`src/rtl/jt89_mix_pkg.sv`:
```
// Shared definitions for the PSG mixing scheduler: FSM state type, attenuation gain ROM and
// datapath widths. Imported by jt89_att_mul and jt89_mix_sched.
package jt89_mix_pkg;

    localparam logic [3:0]  ATT_MUTE = 4'd15;
    localparam int unsigned ACC_W    = 11;
    localparam int unsigned FILT_W   = 12;

    typedef enum logic [3:0] {
        StIdle,
        StAcc0,
        StAcc1,
        StAcc2,
        StAcc3,
        StFiltA,
        StFiltB,
        StFiltC,
        StOut
    } mix_state_e;

    // 2 dB per step, Q0.8 linear gain; index 15 is a hard mute.
    localparam logic [7:0] GAIN_ROM [16] = '{
        8'd255, 8'd203, 8'd161, 8'd128, 8'd102, 8'd81, 8'd64, 8'd51,
        8'd40,  8'd32,  8'd26,  8'd20,  8'd16,  8'd13, 8'd10, 8'd0
    };

endpackage

```
`src/rtl/jt89_att_mul.sv`:
```
// Shared attenuation multiplier: scales a 9-bit amplitude by the gain ROM entry selected by a
// 4-bit attenuation and drops the 8 fractional bits.
// Ports:
//   amp_i  [8:0]  unsigned amplitude
//   att_i  [3:0]  attenuation index (15 = mute)
//   term_o [8:0]  (amp * gain) >> 8, max 509
module jt89_att_mul
    import jt89_mix_pkg::*;
(
    input  logic [8:0] amp_i,
    input  logic [3:0] att_i,
    output logic [8:0] term_o
);

    logic [16:0] prod;

    always_comb begin
        prod   = {8'd0, amp_i} * {9'd0, GAIN_ROM[att_i]};
        term_o = 9'(prod >> 8);
    end

endmodule

```
`src/rtl/jt89_mix_sched.sv`:
```
// Time-multiplexed PSG mixer: once per frame, steps ch0, ch1, ch2 and noise through one shared
// attenuation multiplier into an accumulator, runs a 3-pole smoothing filter one pole per cycle,
// and publishes an 11-bit sample with a one-cen-cycle valid strobe. Owns the CPU-visible
// attenuation registers; pending values become active only at frame start.
// Optional build macro: JT89_MIX_SOLO_EN adds solo_i[3:0] (nonzero = mix only flagged channels).
// Ports:
//   clk_i, rst_ni (async, active low), cen_i (clock enable for all state)
//   ch0_i, ch1_i, ch2_i, noise_i [8:0]  channel amplitudes, sampled in their ACC cycle
//   cfg_we_i, cfg_addr_i [1:0], cfg_att_i [3:0]  attenuation write port (3 = noise)
//   sound_o [10:0]  filtered mix, sample_vld_o  update strobe, busy_o  frame in progress
module jt89_mix_sched
    import jt89_mix_pkg::*;
#(
    parameter int unsigned CLKDIV = 16
) (
    input  logic               clk_i,
    input  logic               rst_ni,
    input  logic               cen_i,
    input  logic [8:0]         ch0_i,
    input  logic [8:0]         ch1_i,
    input  logic [8:0]         ch2_i,
    input  logic [8:0]         noise_i,
    input  logic               cfg_we_i,
    input  logic [1:0]         cfg_addr_i,
    input  logic [3:0]         cfg_att_i,
`ifdef JT89_MIX_SOLO_EN
    input  logic [3:0]         solo_i,
`endif
    output logic [ACC_W-1:0]   sound_o,
    output logic               sample_vld_o,
    output logic               busy_o
);

    localparam int unsigned      DivW     = $clog2(CLKDIV);
    localparam logic [DivW-1:0]  DIV_LAST = DivW'(CLKDIV - 1);

    mix_state_e               state_q, state_d;
    logic [DivW-1:0]          div_q, div_d;
    logic [ACC_W-1:0]         acc_q, acc_d;
    logic signed [FILT_W-1:0] a_q, a_d, b_q, b_d, c_q, c_d;
    logic [ACC_W-1:0]         sound_q, sound_d;
    logic                     vld_q, vld_d;
    logic [3:0]               pend_q [4];
    logic [3:0]               pend_d [4];
    logic [3:0]               act_q [4];
    logic [3:0]               act_d [4];

    logic [1:0]  sel_idx;
    logic [8:0]  amp_sel;
    logic [8:0]  term;
    logic [8:0]  term_eff;
    logic [FILT_W:0] sum_ab, sum_bc, sum_cacc;

`ifdef JT89_MIX_SOLO_EN
    logic [3:0] solo_q, solo_d;
`endif

    // Channel select for the shared multiplier, derived from the ACC state.
    always_comb begin
        sel_idx = 2'd0;
        case (state_q)
            StAcc1:  sel_idx = 2'd1;
            StAcc2:  sel_idx = 2'd2;
            StAcc3:  sel_idx = 2'd3;
            default: sel_idx = 2'd0;
        endcase
        unique case (sel_idx)
            2'd0: amp_sel = ch0_i;
            2'd1: amp_sel = ch1_i;
            2'd2: amp_sel = ch2_i;
            2'd3: amp_sel = noise_i;
        endcase
    end

    jt89_att_mul u_att_mul (
        .amp_i  (amp_sel),
        .att_i  (act_q[sel_idx]),
        .term_o (term)
    );

`ifdef JT89_MIX_SOLO_EN
    assign term_eff = ((solo_q == 4'd0) || solo_q[sel_idx]) ? term : 9'd0;
`else
    assign term_eff = term;
`endif

    // Filter adds at FILT_W+1 bits; taking [FILT_W:1] is the arithmetic shift right by one.
    assign sum_ab   = {a_q[FILT_W-1], a_q} + {b_q[FILT_W-1], b_q};
    assign sum_bc   = {b_q[FILT_W-1], b_q} + {c_q[FILT_W-1], c_q};
    assign sum_cacc = {c_q[FILT_W-1], c_q} + {{(FILT_W + 1 - ACC_W){1'b0}}, acc_q};

    always_comb begin
        state_d = state_q;
        div_d   = div_q;
        acc_d   = acc_q;
        a_d     = a_q;
        b_d     = b_q;
        c_d     = c_q;
        sound_d = sound_q;
        vld_d   = vld_q;
        pend_d  = pend_q;
        act_d   = act_q;
`ifdef JT89_MIX_SOLO_EN
        solo_d  = solo_q;
`endif
        if (cen_i) begin
            div_d = (div_q == DIV_LAST) ? '0 : div_q + DivW'(1);
            vld_d = 1'b0;
            if (cfg_we_i) begin
                pend_d[cfg_addr_i] = cfg_att_i;
            end
            case (state_q)
                StIdle: begin
                    // Frame start only from IDLE, so short CLKDIV skips frames instead of
                    // overlapping them. act_d takes the old pending bank, so a same-cycle write
                    // waits for the next frame.
                    if (div_q == DIV_LAST) begin
                        act_d   = pend_q;
`ifdef JT89_MIX_SOLO_EN
                        solo_d  = solo_i;
`endif
                        state_d = StAcc0;
                    end
                end
                StAcc0: begin
                    acc_d   = ACC_W'(term_eff);
                    state_d = StAcc1;
                end
                StAcc1: begin
                    acc_d   = acc_q + ACC_W'(term_eff);
                    state_d = StAcc2;
                end
                StAcc2: begin
                    acc_d   = acc_q + ACC_W'(term_eff);
                    state_d = StAcc3;
                end
                StAcc3: begin
                    acc_d   = acc_q + ACC_W'(term_eff);
                    state_d = StFiltA;
                end
                // A before B before C: each pole reads its neighbour's previous-frame value.
                StFiltA: begin
                    a_d     = sum_ab[FILT_W:1];
                    state_d = StFiltB;
                end
                StFiltB: begin
                    b_d     = sum_bc[FILT_W:1];
                    state_d = StFiltC;
                end
                StFiltC: begin
                    c_d     = sum_cacc[FILT_W:1];
                    state_d = StOut;
                end
                StOut: begin
                    sound_d = a_q[ACC_W-1:0];
                    vld_d   = 1'b1;
                    state_d = StIdle;
                end
                default: state_d = StIdle;
            endcase
        end
    end

    always_ff @(posedge clk_i or negedge rst_ni) begin
        if (!rst_ni) begin
            state_q <= StIdle;
            div_q   <= '0;
            acc_q   <= '0;
            a_q     <= '0;
            b_q     <= '0;
            c_q     <= '0;
            sound_q <= '0;
            vld_q   <= 1'b0;
            pend_q  <= '{default: ATT_MUTE};
            act_q   <= '{default: ATT_MUTE};
`ifdef JT89_MIX_SOLO_EN
            solo_q  <= 4'd0;
`endif
        end else begin
            state_q <= state_d;
            div_q   <= div_d;
            acc_q   <= acc_d;
            a_q     <= a_d;
            b_q     <= b_d;
            c_q     <= c_d;
            sound_q <= sound_d;
            vld_q   <= vld_d;
            pend_q  <= pend_d;
            act_q   <= act_d;
`ifdef JT89_MIX_SOLO_EN
            solo_q  <= solo_d;
`endif
        end
    end

    assign sound_o      = sound_q;
    assign sample_vld_o = vld_q;
    assign busy_o       = (state_q != StIdle);

endmodule

```
`config.mk`:
```
export PLATFORM = sky130hd
export DESIGN_NAME = jt89_mix_sched
export DESIGN_NICKNAME = d
export VERILOG_FILES = /design/src/rtl/jt89_mix_pkg.sv /design/src/rtl/jt89_att_mul.sv /design/src/rtl/jt89_mix_sched.sv
export SDC_FILE = /design/constraint.sdc
export NUM_CORES = 1
export LEC_CHECK = 0
export BUFFER_PORTS_ARGS = -buffer_cell sky130_fd_sc_hd__buf_2
export CAP_MARGIN = 20
export CELL_PAD_IN_SITES_DETAIL_PLACEMENT = 0
export CELL_PAD_IN_SITES_GLOBAL_PLACEMENT = 1
export CORE_MARGIN = 1.5
export CORE_UTILIZATION = 40
export CTS_CLUSTER_SIZE = 24
export DETAILED_ROUTE_END_ITERATION = 10
export PLACE_DENSITY_LB_ADDON = 0.1
export REMOVE_ABC_BUFFERS = 1
export SLEW_MARGIN = 20
export SYNTH_ARGS = -nofsm -noshare
export SYNTH_HDL_FRONTEND = slang
export SYNTH_SLANG_ARGS = --single-unit
export TNS_END_PERCENT = 5
```
`constraint.sdc`:
```
create_clock -name clk_i -period 19 [get_ports clk_i]
set_input_delay 1.9 -clock clk_i [delete_from_list [all_inputs] [get_ports clk_i]]
set_output_delay 1.9 -clock clk_i [all_outputs]
set_load 0.005 [all_outputs]
```
# After elaboration in Yosys (flattened, before gate mapping)
# Memories as Yosys holds them, arrays and structs flattened.
# Cells that the tools add are included.
# classes
addsub	5
n_mul	1
n_lt_le_gt_ge	4
n_eq_ne	13
muxes	15
bitwise_logic	3
n_reduce_logical	14
# ops
op	count
$add A12 B12 Y13	3
$pmux W9 S4	1
$pmux W4 S8	1
$pmux W11 S2	1
$mux W4	5
$mul A9 B8 Y17	1
$bwmux W16	1
$eq A4 B3 Y1 const B	4
$mux W8	2
$reduce_and A2 Y1	7
$add A11 B9 Y11	1
$bmux W4 S2	1
$demux W4 S2	1
$eq A4 B2 Y1 const B	2
$eq A4 B4 Y1 const B	2
$ge A3 B3 Y1 const B	2
$not A2 Y3	2
$pmux W2 S3	1
$ge A5 B5 Y1 const B	1
$not A4 Y5	1
$add A4 B1 Y4 const B	1
$eq A2 B2 Y1 const B	2
$eq A4 B1 Y1 const B	1
$logic_not A4 Y1	1
10 further kinds	10
# word_totals
register_bits	99
romBits	128
in_bits	46
output_inout_bits	13
elab_cells	72
memories	1
# mem_list
name	depth	width	read_ports	rd_ports_with_merged_regs	wr	line	text
(no name shown)	16	8	1	0	0	jt89_att_mul.sv:18	prod = {8'd0, amp_i} * {9'd0, GAIN_ROM[att_i]};

# Longest topological paths before layout
# logic_depth
depth_word	13
ltp_mapped	37
mapped_depth_nobuf	35

# By module
# Synthesis repeated with hierarchy kept, for this count alone.
# hier_totals
hier_cells	895
hier_area_um2	8593.2
# modules_own_cells
mod	n_inst	cells_per_inst	area_per_inst_um2	seq_area_each_um2
jt89_mix_sched	1	598	6075.8	2517.4
jt89_att_mul	1	297	2517.4	0.0

# Worst setup path before layout
# OpenSTA, ideal clock, no wires.
# synth_path
path_kind	input-to-reg
startpoint	input port noise_i[3]
endpoint	register acc_q[8]
setup_time_ps	126
t_arrival_ps	7876
t_required_ps	18874
slack_ps	10998
path_stages	29
n_path_buf	0
cell_sequence	a22oi_1 nor2_1 a221oi_1 nor2_1 fa_1 inv_1 fa_1 inv_1 fa_1 inv_1 fa_1 inv_1 ha_1 and3_1 o2111ai_2 nand2_1 xor2_1 ha_1 inv_1 fa_1 nor2b_1 o21ai_0 a21boi_0 o21ai_0 a21boi_0 o21ai_0 a21boi_0 nor4_1 a221o_1
# synth_between
elab_chain_len	4
# synth_lines
item	line	text
start: declaration	jt89_mix_sched.sv:22	input logic [8:0] noise_i,
$pmux W9 S4 (*)	jt89_mix_sched.sv:67	unique case (sel_idx)
$mul A9 B8 Y17 (*)	jt89_att_mul.sv:18	
$add A11 B9 Y11	jt89_mix_sched.sv:130, jt89_mix_sched.sv:134, jt89_mix_sched.sv:138	
$pmux W11 S2 (*)	jt89_mix_sched.sv:112	case (state_q)
end signal: assignment	jt89_mix_sched.sv:168	acc_q <= '0;
end signal: assignment	jt89_mix_sched.sv:182	acc_q <= acc_d;
end: declaration	jt89_mix_sched.sv:39	logic [ACC_W-1:0] acc_q, acc_d;
# Every way passes the cells marked *; elsewhere a longest branch is shown, timed or not.
# A chain may end at the register's enable or synchronous reset.

# Worst setup path in the final report
# layout_path
startpoint	register state_q[1]
endpoint	register acc_q[10]
# layout_between
elab_chain_len	13
word_cells_on_any_way	24
classes_between	add/sub: 1; mul: 1; eq/ne: 7; mux: 8; bitwise: 2; reduce/logical: 4; memory: 1
# layout_lines
item	line	text
start: declaration	jt89_mix_sched.sv:37	mix_state_e state_q, state_d;
start signal: assignment	jt89_mix_sched.sv:166	state_q <= StIdle;
start signal: assignment	jt89_mix_sched.sv:180	state_q <= state_d;
$eq A4 B3 Y1 or $eq A4 B2 Y1 (tied branches)	jt89_mix_sched.sv:61, jt89_mix_sched.sv:112	
$pmux W2 S3	jt89_mix_sched.sv:61	case (state_q)
$not A2 Y3 (not written as such)	jt89_mix_sched.sv:77	.att_i (act_q[sel_idx]),
$bmux W4 S2	jt89_mix_sched.sv:77	
$mux W4 (not written as such) (2 in series)	jt89_mix_sched.sv:77	
$not A4 Y5 (not written as such)	jt89_att_mul.sv:18	
$mem_v2 Z16 W8	n/a	
$mux W8 (not written as such) (2 in series)	jt89_att_mul.sv:18	
$mul A9 B8 Y17	jt89_att_mul.sv:18	
$add A11 B9 Y11	jt89_mix_sched.sv:130, jt89_mix_sched.sv:134, jt89_mix_sched.sv:138	
$pmux W11 S2	jt89_mix_sched.sv:112	
# Parallel ways exist; a longest one is shown, timed or not. The select of a mux whose other input is x is not followed.

==> metrics.yaml <==
status: "completed"
holdWs_ps: 490
hold_violations: 0
netlist_instances: 871
first_pass_iters: 5
critPathRequiredTime_ps: 19230
ys_warn_count: 0
clkTransAtPathRegs_ps: 70
ys_seq_elements: 99
fin_area_um2: 9170
cts_sinks: 99
avgSynthCellArea_um2: 9.47
async_flop_share_pct: 100
wire_per_inst_um: 15.3
grt.total_usage_pct: 18.1
io_buffers: 58
drv_slew: 0
yosysTopAreaCell: "dfrtp_1"
grt_pass1_vias: 6609
start_kind: "register"
htree_levels: 3
period_needed_ps: 8850
drive_above_1_share_pct: 21.9
io_pins: 59
cp.buffers_inverters: 5
drc_errors: 0
fill_cells: 1962
core_area_um2: 20200
layout_commonest_cell: "nor2_1"
crit_slowest_cell: "nor2_2"
clock_latency_ps: 340
synth.distinct_cells: 71
avgViaCountPerCell: 5.29
fp-row-count: 52
drtIter0Drc: 257
slowest_delay_ps: 760
die_w_um: 147
antenna_found_initial: 0
setup_viol: 0
tns_ps: 0
die-area_um2: 21500
ant_nets: 0
drt-total-wl_mm: 18.4
grt_max_degree: 69
dpl.hpwl_mm: 14.5
worstPathArrival_ps: 9070
layout_common_cells: "nor2_1, inv_1, ha_1"
setup.worst_path.class: "register to register"
tightestPinTransition_ps: 1120
grt_pass1_wl_mm: 31.7
hp-class: "register to register"
max-slew-margin-rel_pct: 25.3
crit_path_max_fanout: 21
post_cts_buffers: 0
start_util_pct: 40.7
synth_ff_type: "dfrtp_1"
num_antenna_cells: 0
endpoint_kind: "register"
grt_overflow: 0
post-route-period-util_pct: 46.6
layout.nets: 1102
ys_seq_area_share_pct: 30.5
dp_slack_ps: 10050
cts_root_buf: "clkbuf_16"
cts_buffers: 9
fp.dieH_um: 147
layout_setup_ws_ps: 10150
synth_top_cell_area_share_pct: 20.3
hold_buffers: 0
cts_resized: 0
finalClockSkew_ps: 9.97
rsz0062_at_grt: "no"
vias: 6362
synth_edf_count: 0
max_cap_violations: 0
seq_area_um2: 2520
fmax_ghz: 0.113
multi_input_area_um2: 5290
syn-cell-area_um2: 8250
placed_cell_area_um2: 8840
gp_congestion: 0.825
cpLargestDelayFamily: "adder cells"
ys_top_cells_by_area: "dfrtp_1, ha_1, fa_1"
cts_tree: "yes"
cts_buffer_depth: 2
area_growth_pct: 11.2
-- synthesized netlist by cell type, types with 3 or more instances --
library cell	count
nor2_1	98
inv_1	88
ha_1	84
nand2_1	75
dfrtp_1	67
o21ai_0	64
mux2_2	47
fa_1	45
a21oi_1	35
dfstp_2	32
xnor2_1	19
clkbuf_1	16
nor3_1	16
or2_2	15
o31ai_1	14
a21boi_0	12
xor2_1	11
a31oi_1	9
a22oi_1	8
a221oi_1	7
nand3_1	7
nor2b_1	7
o21a_1	7
buf_2	6
a221o_1	5
a21o_1	4
a31o_2	4
and3_1	4
mux2i_1	4
nand4_1	4
nor3b_1	4
nand3b_1	3
-- per-stage QoR --
step,std cells,utilization [%]
2_1_floorplan,847,-
3_3_place_gp,1183,43.7
3_5_place_dp,1184,43.7
4_1_cts,1200,45.3
5_1_grt,1202,45.3
6_report,1202,45.3
-- routing by layer --
layer	part of all wire (%)	track usage (%)	routed length, um	vias up
li1	-	-	-	3135
met1	47	23.4	8620	3099
met2	49	31.4	8990	107
met3	2.9	2.72	526	21
met4	1.4	4.65	263	0
met5	0	0	0	-
-- area by class of cell --
type,instances,share of cell area (%)
sequential,99,27.4
tap,270,3.68
inverter,89,3.64
clock buffer,12,2.92
multi-input combinational,659,57.7
clock inverter,4,0.587
timing repair buffer,69,4.01
-- worst register-to-register path, delay by kind of cell (launching register included) --
kind | cells | cell delay [ps]
adder cells (fa/ha/maj) | 8 | 3220
AO/OA/AOI/OAI | 12 | 2690
AND/OR/NAND/NOR | 7 | 1710
flip-flops | 1 | 560
buffers and inverters | 5 | 250
XOR/XNOR | 1 | 190
multiplexers | 1 | 90
-- logic make-up (layout without fill, tap and decap cells) --
kind of cell,Yosys count,count (layout),synth area share [%]
simple gates,256,256,14.6
compound gates,193,193,15.7
fa+ha+maj,129,129,23.7
buf+inv,113,174,5.33
flops,99,99,30.5
mux,51,51,6.90
xor+xnor,30,30,3.19
-- state kept, by name (all words and copies together) (netlist names) --
signal,flops
b_q,12
sample_vld_o,1
c_q,12
state_q,4
a_q,12
pend_q,16
div_q,4
act_q,16
acc_q,11
sound_o,11
-- final timing paths --
check	start	end	slack, ps	depth (start not counted)
min in group asynchronous	rst_ni	sound_o[9]	1490	1
max in group asynchronous	rst_ni	state_q[1]	16270	2
worst min register to register	sound_o[1]	sound_o[1]	490	2
worst max-delay path	state_q[1]	acc_q[10]	10150	34
worst max register to register	state_q[1]	acc_q[10]	10150	34
worst min-delay path	sound_o[1]	sound_o[1]	490	2
Power is left out: the tool's default activity adds up to more than one toggle a clock period on the data nets, which glitch-free logic cannot reach.
